$ cat src/rtl/sim_bus_pkg.sv
// Shared definitions for the simulation MMIO bridge.
// Holds register offsets, the access-target enum and the bridge FSM states.
package sim_bus_pkg;

    localparam logic [11:0] OFF_TX     = 12'h000;
    localparam logic [11:0] OFF_STATUS = 12'h004;
    localparam logic [11:0] OFF_CYC_LO = 12'h008;
    localparam logic [11:0] OFF_CYC_HI = 12'h00C;
    localparam logic [11:0] OFF_EXIT   = 12'h010;

    typedef enum logic {
        TGT_RAM,
        TGT_MMIO
    } target_e;

    typedef enum logic [1:0] {
        IDLE,
        RD_WAIT,
        WR_STALL
    } state_e;

endpackage

$ cat src/rtl/sim_byte_fifo.sv
// Byte-wide synchronous FIFO used as the console TX queue.
// Ports: clk_i/reset_i (sync, active high), push_i/data_i, pop_i/data_o,
//        full_o, empty_o, level_o (entries held, 0..DEPTH).
module sim_byte_fifo #(
    parameter int DEPTH = 8
) (
    input  logic                     clk_i,
    input  logic                     reset_i,
    input  logic                     push_i,
    input  logic [7:0]               data_i,
    input  logic                     pop_i,
    output logic [7:0]               data_o,
    output logic                     full_o,
    output logic                     empty_o,
    output logic [$clog2(DEPTH):0]   level_o
);

    localparam int AW = $clog2(DEPTH);
    localparam logic [AW-1:0] PTR_ONE = 1;
    localparam logic [AW:0]   LVL_ONE = 1;
    localparam logic [AW:0]   LVL_MAX = DEPTH[AW:0];

    logic [7:0]    mem_q [DEPTH];
    logic [AW-1:0] wptr_q, wptr_d;
    logic [AW-1:0] rptr_q, rptr_d;
    logic [AW:0]   level_q, level_d;
    logic          do_push, do_pop;

    assign full_o  = (level_q == LVL_MAX);
    assign empty_o = (level_q == '0);
    assign level_o = level_q;
    assign data_o  = mem_q[rptr_q];

    // A push into a full FIFO is fine when the head leaves the same cycle.
    assign do_pop  = pop_i && !empty_o;
    assign do_push = push_i && (!full_o || do_pop);

    always_comb begin
        wptr_d  = wptr_q;
        rptr_d  = rptr_q;
        level_d = level_q;
        if (do_push) wptr_d = wptr_q + PTR_ONE;
        if (do_pop)  rptr_d = rptr_q + PTR_ONE;
        if (do_push && !do_pop)      level_d = level_q + LVL_ONE;
        else if (do_pop && !do_push) level_d = level_q - LVL_ONE;
    end

    always_ff @(posedge clk_i) begin
        if (reset_i) begin
            wptr_q  <= '0;
            rptr_q  <= '0;
            level_q <= '0;
        end else begin
            wptr_q  <= wptr_d;
            rptr_q  <= rptr_d;
            level_q <= level_d;
        end
    end

    always_ff @(posedge clk_i) begin
        if (do_push) mem_q[wptr_q] <= data_i;
    end

endmodule

$ cat src/rtl/sim_mmio_bridge.sv
// CPU memory-port splitter: RAM pass-through plus an MMIO window with a
// console TX FIFO, 64-bit cycle counter and simulation-exit register.
// Ports: mem_* from the CPU, ram_* to the RAM model, console_* byte stream
//        out to the testbench, sim_done/sim_exit_code, bad_access pulse.
module sim_mmio_bridge
    import sim_bus_pkg::*;
#(
    parameter logic [31:0] MMIO_BASE    = 32'h4000_0000,
    parameter int unsigned MMIO_RD_WAIT = 1,
    parameter int unsigned FIFO_DEPTH   = 8
) (
    input  logic        clk,
    input  logic        reset,
    input  logic [31:0] mem_addr,
    input  logic [31:0] mem_wdata,
    input  logic [3:0]  mem_wmask,
    input  logic        mem_rstrb,
    output logic [31:0] mem_rdata,
    output logic        mem_rbusy,
    output logic        mem_wbusy,
    output logic [31:0] ram_addr,
    output logic [31:0] ram_wdata,
    output logic [3:0]  ram_wmask,
    output logic        ram_rstrb,
    input  logic [31:0] ram_rdata,
    input  logic        ram_rbusy,
    input  logic        ram_wbusy,
    output logic        console_valid,
    output logic [7:0]  console_data,
    input  logic        console_ready,
    output logic        sim_done,
    output logic [31:0] sim_exit_code,
    output logic        bad_access
);

    localparam int LW = $clog2(FIFO_DEPTH) + 1;
    localparam logic [3:0] RD_WAIT_INIT =
        (MMIO_RD_WAIT == 0) ? 4'd0 : 4'(MMIO_RD_WAIT - 1);

    state_e      state_q, state_d;
    target_e     tgt_q, tgt_d;
    logic [3:0]  wait_q, wait_d;
    logic [31:0] rdata_q, rdata_d;
    logic [31:0] shadow_q, shadow_d;
    logic [7:0]  pend_q, pend_d;
    logic        done_q, done_d;
    logic [31:0] code_q, code_d;
    logic        bad_q, bad_d;
    logic [63:0] cnt_q;

    logic        wr_req, rd_req, is_mmio, idle;
    logic [11:0] off;
    logic        fifo_push, fifo_pop, fifo_full, fifo_empty;
    logic [7:0]  push_data;
    logic [LW-1:0] fifo_level;
    logic [31:0] status_word;

    assign wr_req  = |mem_wmask;
    assign rd_req  = mem_rstrb;
    assign is_mmio = (mem_addr[31:12] == MMIO_BASE[31:12]);
    assign off     = {mem_addr[11:2], 2'b00};
    assign idle    = (state_q == IDLE);

    // RAM sees a request only when the bridge accepts it; a read paired
    // with a write is dropped.
    assign ram_addr  = mem_addr;
    assign ram_wdata = mem_wdata;
    assign ram_wmask = (idle && !is_mmio) ? mem_wmask : 4'b0000;
    assign ram_rstrb = idle && !is_mmio && rd_req && !wr_req;

    assign mem_rdata = (tgt_q == TGT_RAM) ? ram_rdata : rdata_q;
    assign mem_rbusy = (tgt_q == TGT_RAM) ? ram_rbusy : (state_q == RD_WAIT);
    assign mem_wbusy = (tgt_q == TGT_RAM) ? ram_wbusy : (state_q == WR_STALL);

    assign console_valid = !fifo_empty;
    assign fifo_pop      = console_valid && console_ready;
    assign sim_done      = done_q;
    assign sim_exit_code = code_q;
    assign bad_access    = bad_q;

    assign status_word = {16'd0, 8'(fifo_level), 6'd0, fifo_empty, fifo_full};

    always_comb begin
        state_d   = state_q;
        tgt_d     = tgt_q;
        wait_d    = wait_q;
        rdata_d   = rdata_q;
        shadow_d  = shadow_q;
        pend_d    = pend_q;
        done_d    = done_q;
        code_d    = code_q;
        bad_d     = 1'b0;
        fifo_push = 1'b0;
        push_data = mem_wdata[7:0];
        unique case (state_q)
            IDLE: begin
                if (wr_req && rd_req) bad_d = 1'b1;
                if (wr_req || rd_req) tgt_d = is_mmio ? TGT_MMIO : TGT_RAM;
                if (wr_req && is_mmio) begin
                    case (off)
                        OFF_TX: begin
                            if (mem_wmask[0]) begin
                                if (fifo_full && !fifo_pop) begin
                                    state_d = WR_STALL;
                                    pend_d  = mem_wdata[7:0];
                                end else begin
                                    fifo_push = 1'b1;
                                end
                            end
                        end
                        OFF_STATUS, OFF_CYC_LO, OFF_CYC_HI: ;
                        OFF_EXIT: begin
                            if (!done_q) begin
                                done_d = 1'b1;
                                code_d = mem_wdata;
                            end
                        end
                        default: bad_d = 1'b1;
                    endcase
                end else if (rd_req && is_mmio) begin
                    case (off)
                        OFF_TX:     rdata_d = '0;
                        OFF_STATUS: rdata_d = status_word;
                        OFF_CYC_LO: begin
                            rdata_d  = cnt_q[31:0];
                            shadow_d = cnt_q[63:32];
                        end
                        OFF_CYC_HI: rdata_d = shadow_q;
                        OFF_EXIT:   rdata_d = '0;
                        default: begin
                            rdata_d = '0;
                            bad_d   = 1'b1;
                        end
                    endcase
                    if (MMIO_RD_WAIT != 0) begin
                        state_d = RD_WAIT;
                        wait_d  = RD_WAIT_INIT;
                    end
                end
            end
            RD_WAIT: begin
                bad_d = wr_req || rd_req;
                if (wait_q == 4'd0) state_d = IDLE;
                else                wait_d  = wait_q - 4'd1;
            end
            WR_STALL: begin
                bad_d = wr_req || rd_req;
                // FIFO is full here, so a pop always makes room.
                if (fifo_pop) begin
                    fifo_push = 1'b1;
                    push_data = pend_q;
                    state_d   = IDLE;
                end
            end
            default: state_d = IDLE;
        endcase
    end

    always_ff @(posedge clk) begin
        if (reset) begin
            state_q  <= IDLE;
            tgt_q    <= TGT_RAM;
            wait_q   <= '0;
            rdata_q  <= '0;
            shadow_q <= '0;
            pend_q   <= '0;
            done_q   <= 1'b0;
            code_q   <= '0;
            bad_q    <= 1'b0;
            cnt_q    <= '0;
        end else begin
            state_q  <= state_d;
            tgt_q    <= tgt_d;
            wait_q   <= wait_d;
            rdata_q  <= rdata_d;
            shadow_q <= shadow_d;
            pend_q   <= pend_d;
            done_q   <= done_d;
            code_q   <= code_d;
            bad_q    <= bad_d;
            cnt_q    <= cnt_q + 64'd1;
        end
    end

    sim_byte_fifo #(
        .DEPTH(FIFO_DEPTH)
    ) u_fifo (
        .clk_i   (clk),
        .reset_i (reset),
        .push_i  (fifo_push),
        .data_i  (push_data),
        .pop_i   (fifo_pop),
        .data_o  (console_data),
        .full_o  (fifo_full),
        .empty_o (fifo_empty),
        .level_o (fifo_level)
    );

endmodule
$ cat config.mk
export PLATFORM = sky130hd
export DESIGN_NAME = sim_mmio_bridge
export DESIGN_NICKNAME = d
export VERILOG_FILES = /design/src/rtl/sim_bus_pkg.sv /design/src/rtl/sim_byte_fifo.sv /design/src/rtl/sim_mmio_bridge.sv
export SDC_FILE = /design/constraint.sdc
export NUM_CORES = 1
export LEC_CHECK = 0
export ABC_AREA = 0
export CORE_UTILIZATION = 46
export DETAILED_ROUTE_END_ITERATION = 12
export GPL_ROUTABILITY_DRIVEN = 1
export GPL_TIMING_DRIVEN = 0
export PLACE_DENSITY_LB_ADDON = 0.25
export RECOVER_POWER = 25
export SYNTH_ARGS = -nofsm -noshare
export SYNTH_HDL_FRONTEND = slang
export SYNTH_SLANG_ARGS = --single-unit
$ cat constraint.sdc
create_clock -name clk -period 3.2 [get_ports clk]
set_input_delay 0.64 -clock clk [delete_from_list [all_inputs] [get_ports clk]]
set_output_delay 0.64 -clock clk [all_outputs]
set_load 0.05 [all_outputs]
# After elaboration in Yosys (flattened, before gate mapping)
# Memories as Yosys holds them, arrays and structs flattened. A register that Yosys moved wholly into a read port is not among the register bits.
# Index checks and enable logic that the tools add are counted.
[totals] reg_bits=187 ramBits=64 in_bits=106 out_inout_bits=146 wordCells=114 mem_count=1
[op_classes] addsub=6 eq_ne=17 n_mux=37 bitwise=2 n_reduce_logical=38
[memory_table] name="u_fifo.mem_q" words=8 width=8 rd=1 rd_ports_with_merged_regs=1 write_ports=1 line_no="sim_byte_fifo.sv:23" rtl="logic [7:0] mem_q [DEPTH];"
[ops] operator="case mux 32 bit (3 select lines)" count=1
[ops] operator="adder 64 x 1 -> 64 bit (second input constant)" count=1
[ops] operator="two-way mux 32 bit" count=1
[ops] operator="two-way mux 4 bit" count=6
[ops] operator="equality test 10 x 2 -> 1 bit (second input constant)" count=2
[ops] operator="equality test 20 x 19 -> 1 bit (second input constant)" count=1
[ops] operator="two-way mux 8 bit" count=2
[ops] operator="two-way mux 1 bit" count=14
[ops] operator="two-way mux 2 bit" count=7
[ops] operator="logical AND 1 bit" count=12
[ops] operator="logical NOT 12 bit" count=1
[ops] operator="AND reduction 4 bit" count=3
[ops] operator="equality test 10 x 1 -> 1 bit (second input constant)" count=1
[ops] operator="equality test 10 x 3 -> 1 bit (second input constant)" count=1
[ops] operator="logical NOT 4 bit" count=2
[ops] operator="case mux 4 bit (2 select lines)" count=1
[ops] operator="subtractor 4 x 1 -> 4 bit (second input constant)" count=2
[ops] operator="logical NOT 1 bit" count=7
[ops] operator="adder 3 x 1 -> 3 bit (second input constant)" count=2
[ops] operator="two-way mux 3 bit" count=2
[ops] operator="inequality test 2 bit (second input constant)" count=3
[ops] operator="inequality test 3 x 2 -> 1 bit (second input constant)" count=2
[ops] operator="case mux 2 bit (3 select lines)" count=1
[ops] operator="AND reduction 3 bit" count=2
[ops] operator="other kinds (18)" count=23

# Depth between registers and ports, before layout
# Gate-level depths: netlist of the first run.
[depth] word_depth=15 depth_mapped=14 depth_no_buf=14

# By module
# A second synthesis of the first run with hierarchy kept.
[hier_totals] cells_unflattened=1185 area_unflattened_um2=11732.5
[modules_own_cells] mod="sim_mmio_bridge" n_inst=1 cells_per_inst=1019 area_each_um2=8668.3 seq_area_each_um2=3543.4
[modules_own_cells] mod="sim_byte_fifo" n_inst=1 cells_per_inst=166 area_each_um2=3064.2 seq_area_each_um2=2182.1

# Worst setup path before layout of the first run
# Ideal clock, no wire load.
[synth_path] path_type="input to register" from="input port mem_addr[9]" to="register u_fifo.level_q[3], in the netlist u_fifo.level_o[3]" setup_time_ns=0.070 arrival_time_ns=3.225 t_required_ns=3.130 path_slack_ns=-0.096 stages=13 n_path_buf=0 cell_sequence="nor4_2 -> nand4_1 -> o31ai_1 -> nand2_1 -> inv_1 -> ha_1 -> inv_1 -> ha_1 -> a21o_1 -> a21oi_1 -> xnor2_1 -> or3_1 -> a21oi_1"
[synth_between] elab_chain_len=8 word_cells_on_any_way=10 classes_between="mux (4); reduce/logical (6)"
[synth_rtl] element="start, declared" line_no="sim_mmio_bridge.sv:14" rtl="input logic [31:0] mem_addr,"
[synth_rtl] element="logical NOT 12 bit (*)" line_no="sim_mmio_bridge.sv:100" rtl="case (off)"
[synth_rtl] element="two-way mux 1 bit (*)" line_no="sim_mmio_bridge.sv:100"
[synth_rtl] element="two-way mux 1 bit (*)" line_no="sim_mmio_bridge.sv:99" rtl="if (wr_req && is_mmio) begin"
[synth_rtl] element="case mux 1 bit (2 select lines) (*)" line_no="sim_mmio_bridge.sv:95" rtl="unique case (state_q)"
[synth_rtl] element="logical AND 1 bit (*)" line_no="sim_byte_fifo.sv:36" rtl="assign do_push = push_i && (!full_o || do_pop);"
[synth_rtl] element="via u_fifo.do_push" line_no="sim_byte_fifo.sv:27" rtl="logic do_push, do_pop;"
[synth_rtl] element="logical NOT 1 bit" line_no="sim_byte_fifo.sv:45" rtl="else if (do_pop && !do_push) level_d = level_q - LVL_ONE;"
[synth_rtl] element="logical AND 1 bit" line_no="sim_byte_fifo.sv:45"
[synth_rtl] element="nonzero test 2 bit (no source line)"
[synth_rtl] element="end signal, assigned" line_no="sim_byte_fifo.sv:56" rtl="level_q <= level_d;"
[synth_rtl] element="end, declared" line_no="sim_byte_fifo.sv:26" rtl="logic [AW:0] level_q, level_d;"
# The timed path passes the listed nets; every way through them passes the cells marked *.
# A chain may end at the register's enable or synchronous reset.

# Worst setup path in the final report of the first run
[layout_path] from="input port mem_addr[21]" to="output port ram_wmask[0]"
[layout_between] elab_chain_len=4
[layout_rtl] element="equality test 20 x 19 -> 1 bit" line_no="sim_mmio_bridge.sv:60" rtl="assign is_mmio = (mem_addr[31:12] == MMIO_BASE[31:12]);"
[layout_rtl] element="logical NOT 1 bit" line_no="sim_mmio_bridge.sv:68" rtl="assign ram_wmask = (idle && !is_mmio) ? mem_wmask : 4'b0000;"
[layout_rtl] element="logical AND 1 bit" line_no="sim_mmio_bridge.sv:68"
[layout_rtl] element="two-way mux 4 bit" line_no="sim_mmio_bridge.sv:68"
[layout_rtl] element="end, declared" line_no="sim_mmio_bridge.sv:23" rtl="output logic [3:0] ram_wmask,"
# Every way passes these cells.

==> results of run 1 <==
final cells by class:
type | count | area, µm² | area share (%)
inverter | 16 | 60.1 | 0.382
multi-input combinational | 703 | 5320 | 33.8
clock buffer | 35 | 768 | 4.88
clock inverter | 13 | 140 | 0.891
tap | 330 | 413 | 2.62
timing repair buffer | 258 | 2540 | 16.1
sequential | 254 | 5730 | 36.4
buffer | 123 | 766 | 4.87
flip-flops by register name (all words and copies together), names as in the netlist, named ones only:
| register | flops |
|---|---|
| u_fifo.mem_q | 64 |
| u_fifo.rptr_q | 3 |
| bad_access | 1 |
| pend_q | 8 |
| u_fifo.wptr_q | 3 |
| cnt_q | 64 |
| sim_done | 1 |
| state_q | 2 |
| sim_exit_code | 32 |
| shadow_q | 32 |
| rdata_q | 32 |
| tgt_q | 1 |
| u_fifo.level_o | 4 |
| wait_q | 4 |
metrics by stage:
step                      utilization [%]  total power (µW)  std cells  setup slack [ns]
after floorplan                         -              3770       1099            0.0394
after global placement               58.3              4080       1677             -1.09
after detailed placement             58.4              4080       1679            -0.966
after CTS                            62.3              7230       1730            0.0125
after global routing                 62.7              7390       1732           -0.0366
final                                62.7              7190       1732            0.0895
cell usage in the layout, fill, tap and decap left out, types with 9 or more instances in the layout:
cell type        instances
clkdlybuf4s50_1        225
inv_1                   16
nand3_1                 23
nor3_1                  11
clkbuf_16               29
o31ai_1                 18
mux2i_1                 74
or3_1                   18
and3_1                   9
o21ai_0                 16
xnor2_1                 18
a22oi_1                 31
xor2_1                  25
nor2_1                 133
clkbuf_1                41
dlygate4sd2_1           10
buf_4                   76
nand4_1                 31
o2bb2ai_1               26
buf_2                   13
ha_1                    11
a21oi_1                 39
nor4_1                  15
mux4_2                  16
dfxtp_1                188
nand2_1                 35
edfxtp_1                64
mux2_2                  56
or4_1                   22
power by group:
group	internal [µW]	switching (µW)	total [µW]
clock	1920	1250	3170
sequential	3290	4.69	3290
combinational	307	416	722
worst max-delay path, stage by stage:
cell and delay (ns):
clkdlybuf4s50_1 0.48, or4_4 0.57, or2_2 0.34, and3_1 0.22, buf_2 0.22
per-layer routing:
layer | GRT usage (%) | up-vias | share of wire, %
met5 | 0 | - | 0
met4 | 5.66 | 0 | 1.6
met3 | 3.29 | 37 | 5.3
met2 | 41.3 | 303 | 50
met1 | 31.1 | 4569 | 43
li1 | - | 4557 | -
kinds of logic (layout without fill, tap and decap cells):
family	count (synthesis)	in the layout	share of synthesized area [%]
buf+inv	142	445	6.89
xor+xnor	43	43	3.21
flops	254	254	48.8
compound gates	147	147	8.59
simple gates	354	354	16.2
fa+ha+maj	13	13	1.45
mux	146	146	14.8
how the worst min path moves through the flow:
stage / to / slack, ns / cells after the start
after detailed placement: rdata_q[25] / 0.46 / 1
after global routing: rdata_q[23] / 0.47 / 1
after CTS: rdata_q[25] / 0.46 / 1
after global placement: rdata_q[25] / 0.44 / 1
after floorplan: cnt_q[0] / 0.43 / 1
final: rdata_q[27] / 0.46 / 1
what timing repair did:
| item | CTS | global route |
|---|---|---|
| resized for setup | 51 | 25 |
| buffers inserted | 6 | 2 |
| setup endpoints to repair | 84 | 39 |
| hold buffers | 0 | 0 |
| pin swaps | 7 | 10 |
==> out/qor.csv, run 1 <==
metric;value;unit
critical path fanouts, max;4;
number of maximum-capacitance violations;0;
top-count cell post-synth;dfxtp_1;
Highest Clock Rate;0.321;GHz
min cycle time layout;3.11;ns
total negative setup slack;0;ns
Arr. time, crit path;2.47;ns
Avg Cell Area, Syn;10.7;µm²
R2R cell count;14;
Hold Path Class;reg2reg;
outcome;finished, final reports clean;
worst endpoint required time;2.56;ns
synthesized instance count;1099;
Slew HR;35.9;%
FILL cells;2073;
EDFF count, synth;64;
Final Cell Area;15700;µm²
fin nets;1501;
Setup Viol. Count Final;0;
row count;58;
initial antenna violation count;0;
die width;162;µm
fraction of registers with async set/reset;0;%
Port Buffer Count;248;
Die Ht;162;µm
CTS Buffer Depth;3;
final antenna-violating net count;0;
vias in the first global route;9097;
Power Density;457;nW/µm²
clock slew at reported path FFs;0.06;ns
top cells by count, synth;dfxtp_1 (190), nor2_1 (133), mux2i_1 (74);
drt wl/cell;18.3;µm
first-pass GRT wire length;49400;µm
WHS;0.461;ns
drt pass-1 iters;7;
kind of critical path;in2out;
total core area;25100;µm²
top-area cell type share of the netlist area;32.4;%
area leader, netlist;dfxtp_1;
Die Area;26100;µm²
CP startpoint;mem_addr[21];
clock skew;0.00890;ns
sequential-to-total area share from yosys stat;48.8;%
via count;9466;
Hold Crit Start;shadow_q[27];
Yosys reg bits;254;
area of the mapped netlist;11700;µm²
R2R Setup Slk;0.12;ns
worst skew pair latency;0.52;ns
RD Place Congestion;0.857;
worst vdd ir;0.450;mV
Slew Viols, Final;0;
RR Startpoint;u_fifo.level_o[0];
Post-Syn Nets;1218;
largest net degree at the start of global routing;16;
routed wire length;31700;µm
Final Cycle Share;97.2;%
GRT Overall Usage;23.7;%
actual slew at the worst max-slew pin;0.949;ns
RSZ-0062 raised after global routing;yes;
I/O pins;252;
Leakage;0.00534;µW
total gr overflow;0;
synth top area cells;dfxtp_1 (32%), edfxtp_1 (16%), mux2i_1 (6.3%);
Starting DRT DRC Count;576;
share of cells above drive strength 1;17.9;%
Yosys cell types;61;
Final Hold Vio Count;0;
# DRC;0;
warnings from Yosys;0;
Clk Tree Root Cell;clkbuf_16;
worst setup path endpoint;ram_wmask[0];
clock sinks;254;
CTS Buf Count;26;
DR vias/cell;5.47;
placed inst area;14700;µm²
hpwl dp;23100;µm
Synth Flop Type;dfxtp_1;
reg2reg end;u_fifo.level_o[3];
CP Capture Type;output port;
Initial Util;46.7;%
CTS H-tree depth;1;
startpoint types;primary input;
P&R area growth vs syn;34.2;%
CTS tree;built;
n_diodes;0;
Note: power is estimated with default switching activity, not from simulation.
==> run 2: changes to the inputs <==
--- a/config.mk
+++ b/config.mk
@@ -12,6 +12,7 @@
 export GPL_TIMING_DRIVEN = 0
 export PLACE_DENSITY_LB_ADDON = 0.25
 export RECOVER_POWER = 25
+export SKIP_CTS_REPAIR_TIMING = 1
 export SYNTH_ARGS = -nofsm -noshare
 export SYNTH_HDL_FRONTEND = slang
 export SYNTH_SLANG_ARGS = --single-unit
==> out/qor.csv, run 2 (synthesis results as in run 1) <==
metric;value;unit
RD Place Congestion;0.857;
DR WL met2;15900;µm
CP max stage cell;clkdlybuf4s50_1;
critical path fanouts, max;4;
kind of critical path;in2out;
CP max stage delay;0.48;ns
clock slew at reported path FFs;0.06;ns
via count;9510;
Highest Clock Rate;0.316;GHz
CTS Buffer Depth;3;
Setup Viol. Count Final;0;
Die Ht;162;µm
Leakage;0.00556;µW
Slew Viols, Final;0;
number of maximum-capacitance violations;0;
Final Hold Vio Count;0;
most frequent cells in the layout;clkdlybuf4s50_1 (216), dfxtp_1 (188), nor2_1 (133);
Final Cycle Share;98.9;%
GRT Overall Usage;23.6;%
Die Area;26100;µm²
Slew HR;39.3;%
initial antenna violation count;0;
Hold Path Class;reg2reg;
routed wire length;31800;µm
sw power;1670;µW
metal3 WL;1800;µm
Met1 Wirelength;13600;µm
clock sinks;254;
startpoint types;primary input;
fin nets;1508;
P&R area growth vs syn;35.4;%
worst skew pair latency;0.52;ns
worst path cell trace;clkdlybuf4s50_1 > nor4_1 > nand4_1 > or2_2 > and3_1 > clkbuf_2;
# DRC;0;
Starting DRT DRC Count;596;
Final Cell Area;15900;µm²
DR vias/cell;5.47;
outcome;finished, final reports clean;
CP Capture Type;output port;
Int Pwr;5520;µW
worst vdd ir;0.450;mV
largest net degree at the start of global routing;16;
Initial Util;46.7;%
Clk Tree Root Cell;clkbuf_16;
Arr. time, crit path;2.52;ns
CTS Buf Count;26;
worst endpoint required time;2.56;ns
drt wl/cell;18.3;µm
n_diodes;0;
row count;58;
min cycle time layout;3.16;ns
die width;162;µm
actual slew at the worst max-slew pin;0.899;ns
first-pass GRT wire length;49200;µm
CTS tree;built;
Sw Ratio;23.2;%
hpwl dp;23100;µm
drt pass-1 iters;7;
Seq pwr share;45.8;%
clock share of power;44.1;%
max layer used;met4;
CTS H-tree depth;1;
Util after Layout;63.2;%
placed cells;1679;
Power Density;453;nW/µm²
FILL cells;2057;
combinational fraction of design power;10.1;%
I/O pins;252;
Layout Cells excl Fill;1739;
WHS;0.462;ns
final antenna-violating net count;0;
total core area;25100;µm²
Largest regs;cnt_q: 64 flops, u_fifo.mem_q: 64 flops;
Port Buffer Count;248;
clock skew;0.00797;ns
total gr overflow;0;
share of cells above drive strength 1;18.3;%
placed inst area;14700;µm²
most common cell after layout, fill and taps aside;clkdlybuf4s50_1;
total negative setup slack;0;ns
vias in the first global route;9050;
-- run 2: cell count changes in the layout (fill, tap and decap cells not counted), sizes merged --
cell / delta
clkdlybuf4s50: -9
clkbuf: +1
dlygate4sd2: -10
dlymetal6s2s: +21
dlygate4sd3: -1
buf: +5
-- run 2: through the flow --
step,power [µW],worst slack [ns]
6_report,7190,0.0365
5_1_grt,7390,-0.0190
4_1_cts,7230,-0.841
3_5_place_dp,4080,-0.966
3_3_place_gp,4080,-1.09
2_1_floorplan,3770,0.0394
-- run 2: cell type report --
type | count | area, µm² | share of cell area, %
flip-flops and latches | 254 | 5730 | 36.1
multi-input cells | 703 | 5340 | 33.6
repair buffers | 265 | 2660 | 16.8
clock buffers | 35 | 768 | 4.84
plain buffers | 123 | 763 | 4.81
well taps | 330 | 413 | 2.60
clock inverters | 13 | 140 | 0.883
inverters | 16 | 60.1 | 0.378
-- run 2: power groups by stage --
| stage | combinational (µW) | clock [µW] | sequential [µW] |
|---|---|---|---|
| floorplan | 400 | 0 | 3370 |
| global placement | 713 | 0 | 3370 |
| detailed placement | 719 | 0 | 3370 |
| CTS | 722 | 3210 | 3290 |
| global route | 757 | 3340 | 3290 |
| finish | 725 | 3170 | 3290 |
-- run 2: path summary, 6_finish.rpt --
check | start | to | slack [ns] | cells after the start
worst min register to register | shadow_q[25] | rdata_q[25] | 0.46 | 1
worst max register to register | u_fifo.level_o[0] | u_fifo.level_o[3] | 0.16 | 14
worst max-delay path | mem_addr[25] | ram_wmask[1] | 0.04 | 6
worst min-delay path | shadow_q[25] | rdata_q[25] | 0.46 | 1
-- run 2: routing by layer --
metal | global-route usage [%] | vias to the layer above
li1 | - | 4564
met1 | 30.9 | 4605
met2 | 41.3 | 306
met3 | 3.21 | 35
met4 | 5.49 | 0
met5 | 0 | -
-- run 2: critical path, delay by kind of cell --
family	cells	cell delay, ns
simple gates	4	1.17
buf+inv	2	0.72
==> run 3: changes to the inputs <==
--- a/config.mk
+++ b/config.mk
@@ -7,6 +7,7 @@
 export LEC_CHECK = 0
 export ABC_AREA = 0
 export CORE_UTILIZATION = 46
+export CTS_CLUSTER_SIZE = 24
 export DETAILED_ROUTE_END_ITERATION = 12
 export GPL_ROUTABILITY_DRIVEN = 1
 export GPL_TIMING_DRIVEN = 0
==> constraint.sdc (replaced) <==
create_clock -name clk -period 2.7 [get_ports clk]
set_input_delay 0.54 -clock clk [delete_from_list [all_inputs] [get_ports clk]]
set_output_delay 0.54 -clock clk [all_outputs]
set_load 0.05 [all_outputs]
==> out/qor.csv, run 3 (synthesis results as in run 1) <==
metric;value;unit
worst skew pair latency;0.54;ns
Clk Tree Root Cell;clkbuf_16;
met3 usage;4.13;%
grt met2 use;43.9;%
placed inst area;14700;µm²
CTS H-tree depth;1;
clock slew at reported path FFs;0.06;ns
hpwl dp;24300;µm
total negative setup slack;-0.685;ns
Die Ht;162;µm
Largest regs;cnt_q: 64 flops, u_fifo.mem_q: 64 flops;
fin nets;1513;
DR vias/cell;5.48;
outcome;finished with violations;
die width;162;µm
Die Area;26100;µm²
Leakage;0.00587;µW
setup ws final;-0.228;ns
worst vdd ir;0.455;mV
CP max stage delay;0.53;ns
number of maximum-capacitance violations;0;
CP max stage cell;or4_4;
row count;58;
CP Capture Type;register;
RD Place Congestion;0.844;
combinational fraction of design power;10.4;%
most common cell after layout, fill and taps aside;dfxtp_1;
R2R Setup Slk;-0.23;ns
RSZ-0062 raised after global routing;yes;
CTS tree;built;
Slew Viols, Final;0;
sw power;1960;µW
CP startpoint;u_fifo.level_o[0];
via count;9563;
Highest Clock Rate;0.341;GHz
# DRC;0;
clock sinks;254;
total core area;25100;µm²
clock skew;0.0148;ns
Arr. time, crit path;3.40;ns
Starting DRT DRC Count;594;
vias in the first global route;9060;
initial antenna violation count;2;
FILL cells;2058;
RR Startpoint;u_fifo.level_o[0];
kind of critical path;reg2reg;
Initial Util;46.7;%
drt pass-1 iters;7;
total gr overflow;0;
first-pass GRT wire length;49500;µm
Int Pwr;6320;µW
most frequent cells in the layout;dfxtp_1 (185), clkdlybuf4s50_1 (173), nor2_1 (133);
P&R area growth vs syn;36.4;%
Hold Crit Start;shadow_q[27];
startpoint types;register;
M1 GR Usage;29.1;%
I/O pins;252;
min cycle time layout;2.93;ns
critical path fanouts, max;6;
Setup Viol. Count Final;9;
final antenna-violating net count;0;
Final Hold Vio Count;0;
failing checks;setup timing;
worst endpoint required time;3.17;ns
largest net degree at the start of global routing;14;
GRT Max-Usage Layer;met2;
CTS Buffer Depth;3;
Seq pwr share;47.1;%
Slew HR;13.7;%
routed wire length;32800;µm
Final Cell Area;16000;µm²
GRT Overall Usage;24.2;%
clock share of power;42.5;%
pre-CTS setup slack;-1.31;ns
Sw Ratio;23.7;%
Power Density;518;nW/µm²
Final Cycle Share;108;%
actual slew at the worst max-slew pin;1.28;ns
Port Buffer Count;248;
CTS Buf Count;27;
drt wl/cell;18.8;µm
Hold Path Class;reg2reg;
worst path cell trace;or4_4 > buf_6 > nand3_4 > o31ai_4 > nand2_2 > inv_2 > ha_4 > inv_4 > ha_4 > a21o_1 > a21oi_2 > xnor2_1 > or3_1 > a21oi_2;
share of cells above drive strength 1;20.1;%
==> run 3: cell count changes in the layout (fill, tap and decap cells not counted), sizes merged, moves of 2 or more <==
cell and delta:
dlymetal6s2s +30, bufinv -2, buf +17, clkinv -3, clkbuf +7, clkdlybuf4s50 -43
==> run 3: critical path, delay by kind of cell (launching register included) <==
kind / cells / cell delay (ns)
buffers and inverters: 3 / 0.29
xor gates and xnor gates: 1 / 0.10
adders and majority gates: 2 / 0.36
DFF: 1 / 0.37
AOI/OAI and AO/OA: 4 / 0.57
and+or+nand+nor: 4 / 1.17
==> run 3: worst paths after layout <==
check        cells past startpoint           endpoint
max                             14  u_fifo.level_o[3]
min                              1        rdata_q[27]
min reg2reg                      1        rdata_q[27]
max reg2reg                     14  u_fifo.level_o[3]
==> run 3: cell type report <==
| class | instances | area [µm²] | share of cell area [%] |
|---|---|---|---|
| Clock inverter | 8 | 63.8 | 0.399 |
| Antenna cell | 1 | 2.50 | 0.0157 |
| Clock buffer | 42 | 774 | 4.84 |
| Tap cell | 330 | 413 | 2.58 |
| Sequential cell | 254 | 5740 | 35.9 |
| Timing Repair Buffer | 269 | 2730 | 17.1 |
| Buffer | 123 | 779 | 4.88 |
| Multi-Input combinational cell | 703 | 5430 | 33.9 |
| Inverter | 16 | 62.6 | 0.391 |
==> run 3: metal layers <==
layer | wire length [µm] | up-vias
li1 | - | 4578
met1 | 13200 | 4613
met2 | 16800 | 321
met3 | 1950 | 51
met4 | 811 | 0
met5 | 0 | -
==> run 3: power by group through the flow <==
stage | Clock, µW | Combinational [µW] | Sequential [µW]
after floorplan | 0 | 475 | 3990
after global placement | 0 | 852 | 3990
after detailed placement | 0 | 858 | 3990
after CTS | 3570 | 861 | 3900
after global routing | 3720 | 900 | 3900
final | 3520 | 861 | 3900
==> run 3: through the flow <==
step	hold WS, ns	instances	total power, µW	util [%]
after CTS	0.446	1729	8330	62.1
final	0.458	1746	8280	63.7
after floorplan	0.428	1099	4460	-
after global routing	0.470	1746	8530	63.7
after detailed placement	0.449	1679	4850	58.7
after global placement	0.439	1677	4840	58.6
